### config.mk
export PLATFORM = sky130hd
export DESIGN_NAME = dmem_responder
export DESIGN_NICKNAME = d
export VERILOG_FILES = /design/src/rtl/dmem_pkg.sv /design/src/rtl/dmem_array.sv /design/src/rtl/dmem_responder.sv
export SDC_FILE = /design/constraint.sdc
export NUM_CORES = 2
export LEC_CHECK = 0
export CAP_MARGIN = 10
export CELL_PAD_IN_SITES_DETAIL_PLACEMENT = 1
export CELL_PAD_IN_SITES_GLOBAL_PLACEMENT = 2
export CORE_ASPECT_RATIO = 1.4
export CORE_MARGIN = 2
export CORE_UTILIZATION = 40
export DETAILED_ROUTE_END_ITERATION = 6
export GPL_TIMING_DRIVEN = 0
export PLACE_DENSITY_LB_ADDON = 0.1
export SYNTH_ARGS = -nofsm -noshare
export SYNTH_HDL_FRONTEND = slang
export SYNTH_SLANG_ARGS = --single-unit
### constraint.sdc
create_clock -name clk -period 7.1 [get_ports clk]
set_input_delay 1.42 -clock clk [delete_from_list [all_inputs] [get_ports clk]]
set_output_delay 1.42 -clock clk [all_outputs]
set_load 0.01 [all_outputs]
### src/rtl/dmem_pkg.sv
// Shared encodings, FSM states and lane helpers for the data-memory responder.
package dmem_pkg;

    localparam logic [1:0] SZ_BYTE = 2'b00;
    localparam logic [1:0] SZ_HALF = 2'b01;
    localparam logic [1:0] SZ_WORD = 2'b10;

    typedef enum logic [1:0] {
        IDLE,
        WAIT,
        RESP
    } state_t;

    // Byte lanes touched by an access; little-endian, lane 0 = bits [7:0].
    function automatic logic [3:0] lane_mask(input logic [1:0] size, input logic [1:0] off);
        logic [3:0] mask;
        mask = 4'b0000;
        case (size)
            SZ_BYTE: mask = 4'b0001 << off;
            SZ_HALF: mask = off[1] ? 4'b1100 : 4'b0011;
            SZ_WORD: mask = 4'b1111;
            default: mask = 4'b0000;
        endcase
        return mask;
    endfunction

    function automatic logic misaligned(input logic [1:0] size, input logic [1:0] off);
        return (size == 2'b11)
            || ((size == SZ_HALF) && off[0])
            || ((size == SZ_WORD) && (off != 2'b00));
    endfunction

endpackage

### src/rtl/dmem_array.sv
// DEPTH_WORDS x 32 synchronous RAM with per-byte write enables and a registered read port.
module dmem_array #(
    parameter int DEPTH_WORDS = 64,
    localparam int AW = $clog2(DEPTH_WORDS)
) (
    input  logic          clk,
    input  logic          en,
    input  logic [3:0]    be,
    input  logic [AW-1:0] idx,
    input  logic [31:0]   wdata,
    output logic [31:0]   rdata
);

    logic [31:0] mem [DEPTH_WORDS];

    // NOTE: the storage array has no reset so it maps onto block RAM; only control state is reset.
    always_ff @(posedge clk) begin
        if (en) begin
            for (int i = 0; i < 4; i++) begin
                if (be[i]) mem[idx][8*i +: 8] <= wdata[8*i +: 8];
            end
            rdata <= mem[idx];
        end
    end

endmodule

### src/rtl/dmem_responder.sv
// Single-outstanding load/store responder with programmable wait states and byte-lane stores.
module dmem_responder
    import dmem_pkg::*;
#(
    parameter int DEPTH_WORDS = 64,
    parameter int LATENCY     = 2
) (
    input  logic        clk,
    input  logic        reset,
    input  logic        req,
    input  logic        we,
    input  logic [1:0]  size,
    input  logic [31:0] addr,
    input  logic [31:0] wdata,
    output logic        ready,
    output logic [31:0] rdata,
    output logic        err,
    output logic        busy
);

    localparam int         AW  = $clog2(DEPTH_WORDS);
    localparam logic [3:0] LAT = 4'(LATENCY);

    state_t          state, next_state;
    logic [3:0]      cnt;
    logic            we_q;
    logic [1:0]      size_q;
    logic [AW+1:0]   addr_q;
    logic [31:0]     wdata_q;
    logic            err_q;
    logic [31:0]     rdata_q;

    logic            cur_we;
    logic [1:0]      cur_size;
    logic [AW+1:0]   cur_addr;
    logic [31:0]     cur_wdata;
    logic [31:0]     lane_data;
    logic            bad;
    logic            access;
    logic [31:0]     dout;

    logic unused_addr;
    assign unused_addr = &{1'b0, addr[31:AW+2]};

    // NOTE: sequential state uses non-blocking assignments so every register samples pre-edge values.
    always_ff @(posedge clk) begin
        if (reset) state <= IDLE;
        else       state <= next_state;
    end

    // NOTE: every always_comb output gets a default first so no latch is inferred.
    always_comb begin
        next_state = state;
        case (state)
            IDLE:    if (req) next_state = (LATENCY == 0) ? RESP : WAIT;
            WAIT:    if (cnt == 4'd1) next_state = RESP;
            RESP:    next_state = IDLE;
            default: next_state = IDLE;
        endcase
    end

    // With zero wait states the access fires on the acceptance edge, before the request is latched.
    always_comb begin
        cur_we    = we_q;
        cur_size  = size_q;
        cur_addr  = addr_q;
        cur_wdata = wdata_q;
        if (state == IDLE) begin
            cur_we    = we;
            cur_size  = size;
            cur_addr  = addr[AW+1:0];
            cur_wdata = wdata;
        end
    end

    always_comb begin
        case (cur_size)
            SZ_BYTE: lane_data = {4{cur_wdata[7:0]}};
            SZ_HALF: lane_data = {2{cur_wdata[15:0]}};
            default: lane_data = cur_wdata;
        endcase
    end

    assign bad    = misaligned(cur_size, cur_addr[1:0]);
    assign access = (next_state == RESP) && !reset;

    dmem_array #(.DEPTH_WORDS(DEPTH_WORDS)) u_array (
        .clk   (clk),
        .en    (access && !bad),
        .be    (cur_we ? lane_mask(cur_size, cur_addr[1:0]) : 4'b0000),
        .idx   (cur_addr[AW+1:2]),
        .wdata (lane_data),
        .rdata (dout)
    );

    always_ff @(posedge clk) begin
        if (reset) begin
            cnt     <= 4'd0;
            we_q    <= 1'b0;
            size_q  <= SZ_BYTE;
            addr_q  <= '0;
            wdata_q <= 32'd0;
            err_q   <= 1'b0;
            rdata_q <= 32'd0;
        end else begin
            if (state == IDLE && req) begin
                we_q    <= we;
                size_q  <= size;
                addr_q  <= addr[AW+1:0];
                wdata_q <= wdata;
                cnt     <= LAT;
            end else if (state == WAIT) begin
                cnt <= cnt - 4'd1;
            end
            if (access)        err_q   <= bad;
            if (state == RESP) rdata_q <= rdata;
        end
    end

    // Load data is extracted from the registered array word during RESP, then held.
    always_comb begin
        rdata = rdata_q;
        if (state == RESP) begin
            if (err_q) begin
                rdata = 32'd0;
            end else if (!we_q) begin
                case (size_q)
                    SZ_BYTE: rdata = {24'd0, dout[{addr_q[1:0], 3'b000} +: 8]};
                    SZ_HALF: rdata = {16'd0, dout[{addr_q[1], 4'b0000} +: 16]};
                    default: rdata = dout;
                endcase
            end
        end
    end

    assign ready = (state == RESP);
    assign busy  = (state != IDLE);
    assign err   = err_q;

endmodule
==> summary.md <==
| Metric | Value |
|---|---|
| Outcome | finished with violations |
| Failing checks | design-rule violations, negative setup slack |
| Hold depth | 2 |
| Synth Area in Simple Gates | 4.91% |
| Total placed instance area | roughly 94000 um2 |
| Hold path start | rdata_q[1] |
| Layout cell share with drive strength beyond 1 | a little under a fifth |
| CTS buffer count | 220 |
| FF-to-FF Start | addr_q[3] |
| Dominant cell type by area after synthesis | edfxtp_1 |
| Dpl hpwl | ~340 mm |
| Switch Pwr | ~9 mW |
| Top cells by area, synth | edfxtp_1 (74%), a22oi_1 (3.4%), a22o_1 (2.6%), a222oi_1 (2.3%), a221oi_1 (2.0%) |
| Number of I/O port buffers | 78 |
| Cell-internal power | about 22 mW |
| WHS Endpoint | rdata_q[1] |
| Site Rows | a little under 200 |
| Ports | approximately 110 |
| Worst hold path type | reg2reg |
| Layout net count | about 5800 |
| Xor/xnor cell area share of the yosys netlist | 0.0312% |
| Cell count of the worst reg-to-reg path | 10 |
| DR iter-0 viols | between 10000 and 15000 |
| Final worst path period share | 105% |
| All-Layer GR Usage | about 42% |
| Tightest Pin Transition | approximately 1.4 ns |
| RSZ-0062 raised after global routing | false |
| Synthesized Nets | 5208 |
| Area delta synth->final | 19.9% |
| Register area | 64100 um2 |
| Worst Path Arrival | between 8 and 9 ns |
| CTS max path bufs | 4 |
| CTS clock-pin slew for the worst setup and hold paths | about 0.060 ns |
| Cells after Synth | about 5000 |
| Finished Cell Area | ~100000 um2 |
| H-tree depth | 4 |
| Post-synthesis adder-cell area fraction | less than 1% |
| Slowest CP cell | a31oi_1 |
| Fill count | around 20000 |
| Comb pwr share | approximately 15% |
| Slew Limit Fails | 0 |
| Reg2reg setup slack | -0.24 ns |
| Routability congestion estimate | between 1 and 1.5 |
| Die area | 215000 um2 |
| Routed WL | approximately 460 mm |
| Ys async rst share | 0% |
| Netlist cell types | ~60 |
| Clk root buf | clkbuf_16 |
| CP endpoint kind | flop |
| Largest family of logic cells by synthesized area | compound AO/OA/AOI/OAI gates |
| Critical-path cell list | clkdlybuf4s50_1 > buf_2 > nand2_1 > o22ai_1 > buf_2 > buf_2 > buf_4 > buf_2 > buf_2 > a221oi_1 > a31oi_1 > nor4_1 > nand2_1 |
| Final worst-path setup slack | -0.344 ns |
| Drt pass-1 iters | 7 |
| Power share of the clock group | between 30% and 40% |
| Later-pin clock latency in the skew report | between 0.8 and 0.9 ns |
| Synth Area in Compound Gates | 14.1% |
| Hold_ws | roughly 0.47 ns |
| Peak Freq | between 100 and 150 MHz |
| CTS sink cnt | ~2200 |
| Warnings from Yosys | 0 |
| Max-slew headroom | under 10% |
| Max-Cap Viols | 0 |
| Setup crit start kind | primary input |
| Area of the multi-input gates | 19700 um2 |
| Synthesized area | roughly 84000 um2 |
| CP peak stage delay | approximately 0.90 ns |
| Via density | around 7.0 |
| Leakage | around 31 nW |
| Sequential share of the synthesized area | approximately three quarters |
| Die Y-Extent | roughly 550 um |
| Worst r2r dst | u_array.mem[14][11] |
| Chip width | about 390 um |
| Seq pwr share | a little under half |
| Tmin final | approximately 7.4 ns |
| TritonCTS clock tree | yes |
| Setup CP Type | in2reg |
| Yosys top cell area share | between 70% and 80% |
| Vias in the first global route | 58200 |
| Post-route ant nets | 0 |
| Final core occ | slightly below 50% |
| Critical-path maximum fanout | 10 |
| Commonest cells post-synth | edfxtp_1 (2080), a22oi_1 (381), a22o_1 (252), nand2_1 (223), a31oi_1 (207) |
| Clock Skews | 0.0440 ns |
| Mapped Avg Cell Area | ~16 um2 |
| WP data required | between 7 and 8 ns |
| Largest net degree at the start of global routing | 41 |
| Most frequent cell after synthesis | edfxtp_1 |
| Worst vdd ir | around 0.23 mV |
| First-pass GRT wire length | roughly 590 mm |
| Finish-stage setup viols | 24 |
| Mux share of post-synthesis cell area | 2.64% |
| Synth Flop Type | edfxtp_1 |
| Initial antenna violation count | between 80 and 90 |
| Most frequent CP cell | buf_2 |
| Design Power | 30.8 mW |
| Via count | 61700 |
| Switching portion of total power | 28.5% |
| DRC Markers | 33 |
| EDFF count, synth | between 2000 and 2500 |
| PD cells | 304 nW/um2 |
| Starting Density | 40.2% |
| Pre-CTS setup slack | -1.07 ns |
| Gr ovfl total | 0 |
| Hold Vio Cnt, Final | 0 |
| Core area | about 210000 um2 |
| Synth Register Bits | 2162 |
| Average wire per standard cell | 52.5 um |
## cells in the final DEF (no fill, tap or decap), drive strengths merged, types with 7 or more instances in the layout
cell type	Yosys	layout
clkinv	0	92
a21o	10	10
o2111ai	7	7
clkdlybuf4s50	0	78
o21ai	39	39
nand2	223	223
mux4	26	26
a22o	252	252
or3	9	9
nor2b	43	43
edfxtp	2080	2080
a211oi	22	22
clkbuf	206	485
and3	113	113
nor4	24	24
nor3	198	198
or4	22	22
nand3	27	27
nand2b	14	14
a31oi	207	207
diode	0	96
nor2	137	137
mux2i	126	126
a22oi	381	381
o22ai	50	50
dfxtp	82	82
buf	204	483
a221oi	194	194
o2bb2ai	9	9
a221o	15	15
inv	19	22
mux2	34	34
nand4	15	15
a222oi	194	194
a21oi	107	107
bufinv	0	18
## kinds of logic (layout without fill, tap and decap cells)
group                    after synthesis  count (layout)
adder cells (fa/ha/maj)                2               2
XOR/XNOR                               3               3
flip-flops                          2162            2162
multiplexers                         186             186
buffers and inverters                429            1182
other                                  0              96
AO/OA/AOI/OAI                       1512            1512
AND/OR/NAND/NOR                      842             842
## state kept, by name, indices dropped and copies added, names as in the netlist
| name | cells |
|---|---|
| state | 2 |
| rdata_q | 32 |
| size_q | 2 |
| u_array.mem | 2048 |
| addr_q | 8 |
| cnt | 4 |
| wdata_q | 32 |
| we_q | 1 |
| u_array.rdata | 32 |
| err | 1 |
## worst max-delay path, delay by kind of cell
family                 cells  cell delay, ns
and+or+nand+nor            3            0.92
AOI/OAI and AO/OA          3            1.52
buffers and inverters      7            4.15
## per-stage QoR
step / cells / setup TNS [ns]
floorplan: 5136 / 0
global placement: 8028 / -6110.39
detailed placement: 8298 / -107.03
CTS: 8692 / 0
global route: 8760 / 0
finish: 8799 / -4.31
## final cells by class
class / instances / share of cell area (%)
buffer: 410 / 1.93
antenna: 96 / 0.238
clock buffer: 277 / 5.72
multi-input combinational: 2545 / 19.5
tap: 2814 / 3.48
timing repair buffer: 359 / 4.68
sequential: 2162 / 63.4
inverter: 19 / 0.0804
clock inverter: 117 / 1.04
## worst max-delay path by stage
stage | slack, ns | startpoint | end
2_1_floorplan | 1.94 | size[1] | u_array.mem[0][10]
3_5_place_dp | -1.07 | addr[2] | u_array.rdata[20]
5_1_grt | 0.03 | addr[2] | u_array.rdata[25]
6_report | -0.34 | addr[2] | u_array.rdata[14]
3_3_place_gp | -3.96 | size[1] | u_array.mem[58][9]
4_1_cts | 0.009 | addr[2] | u_array.rdata[10]
## routing by layer
metal | share of wire, % | vias up | global-route usage [%] | wire length [um]
li1 | - | 22900 | - | -
met1 | 34 | 32500 | 49.1 | 155000
met2 | 45 | 4902 | 65.2 | 210000
met3 | 10 | 1412 | 10.5 | 48400
met4 | 11 | 36 | 37.2 | 48600
met5 | 0.055 | - | 0 | 255
## power by group through the flow
stage,Combinational (mW),Clock (mW),Sequential (mW)
2_1_floorplan,1.48,0,14.9
3_3_place_gp,3.77,0,15.1
3_5_place_dp,4.36,0,14.9
4_1_cts,4.37,11.6,14.6
5_1_grt,4.52,12.0,14.6
6_report,4.63,11.6,14.6
## repair_timing
action / in CTS / in global routing
pin swaps: 0 / 0
resized for setup: 6 / 2
setup endpoints to repair: 8 / 1
buffers inserted: 0 / 0
hold endpoints to repair: 0 / 0
hold buffers: 0 / 0
No activity file was read; power rests on OpenSTA's default activity.
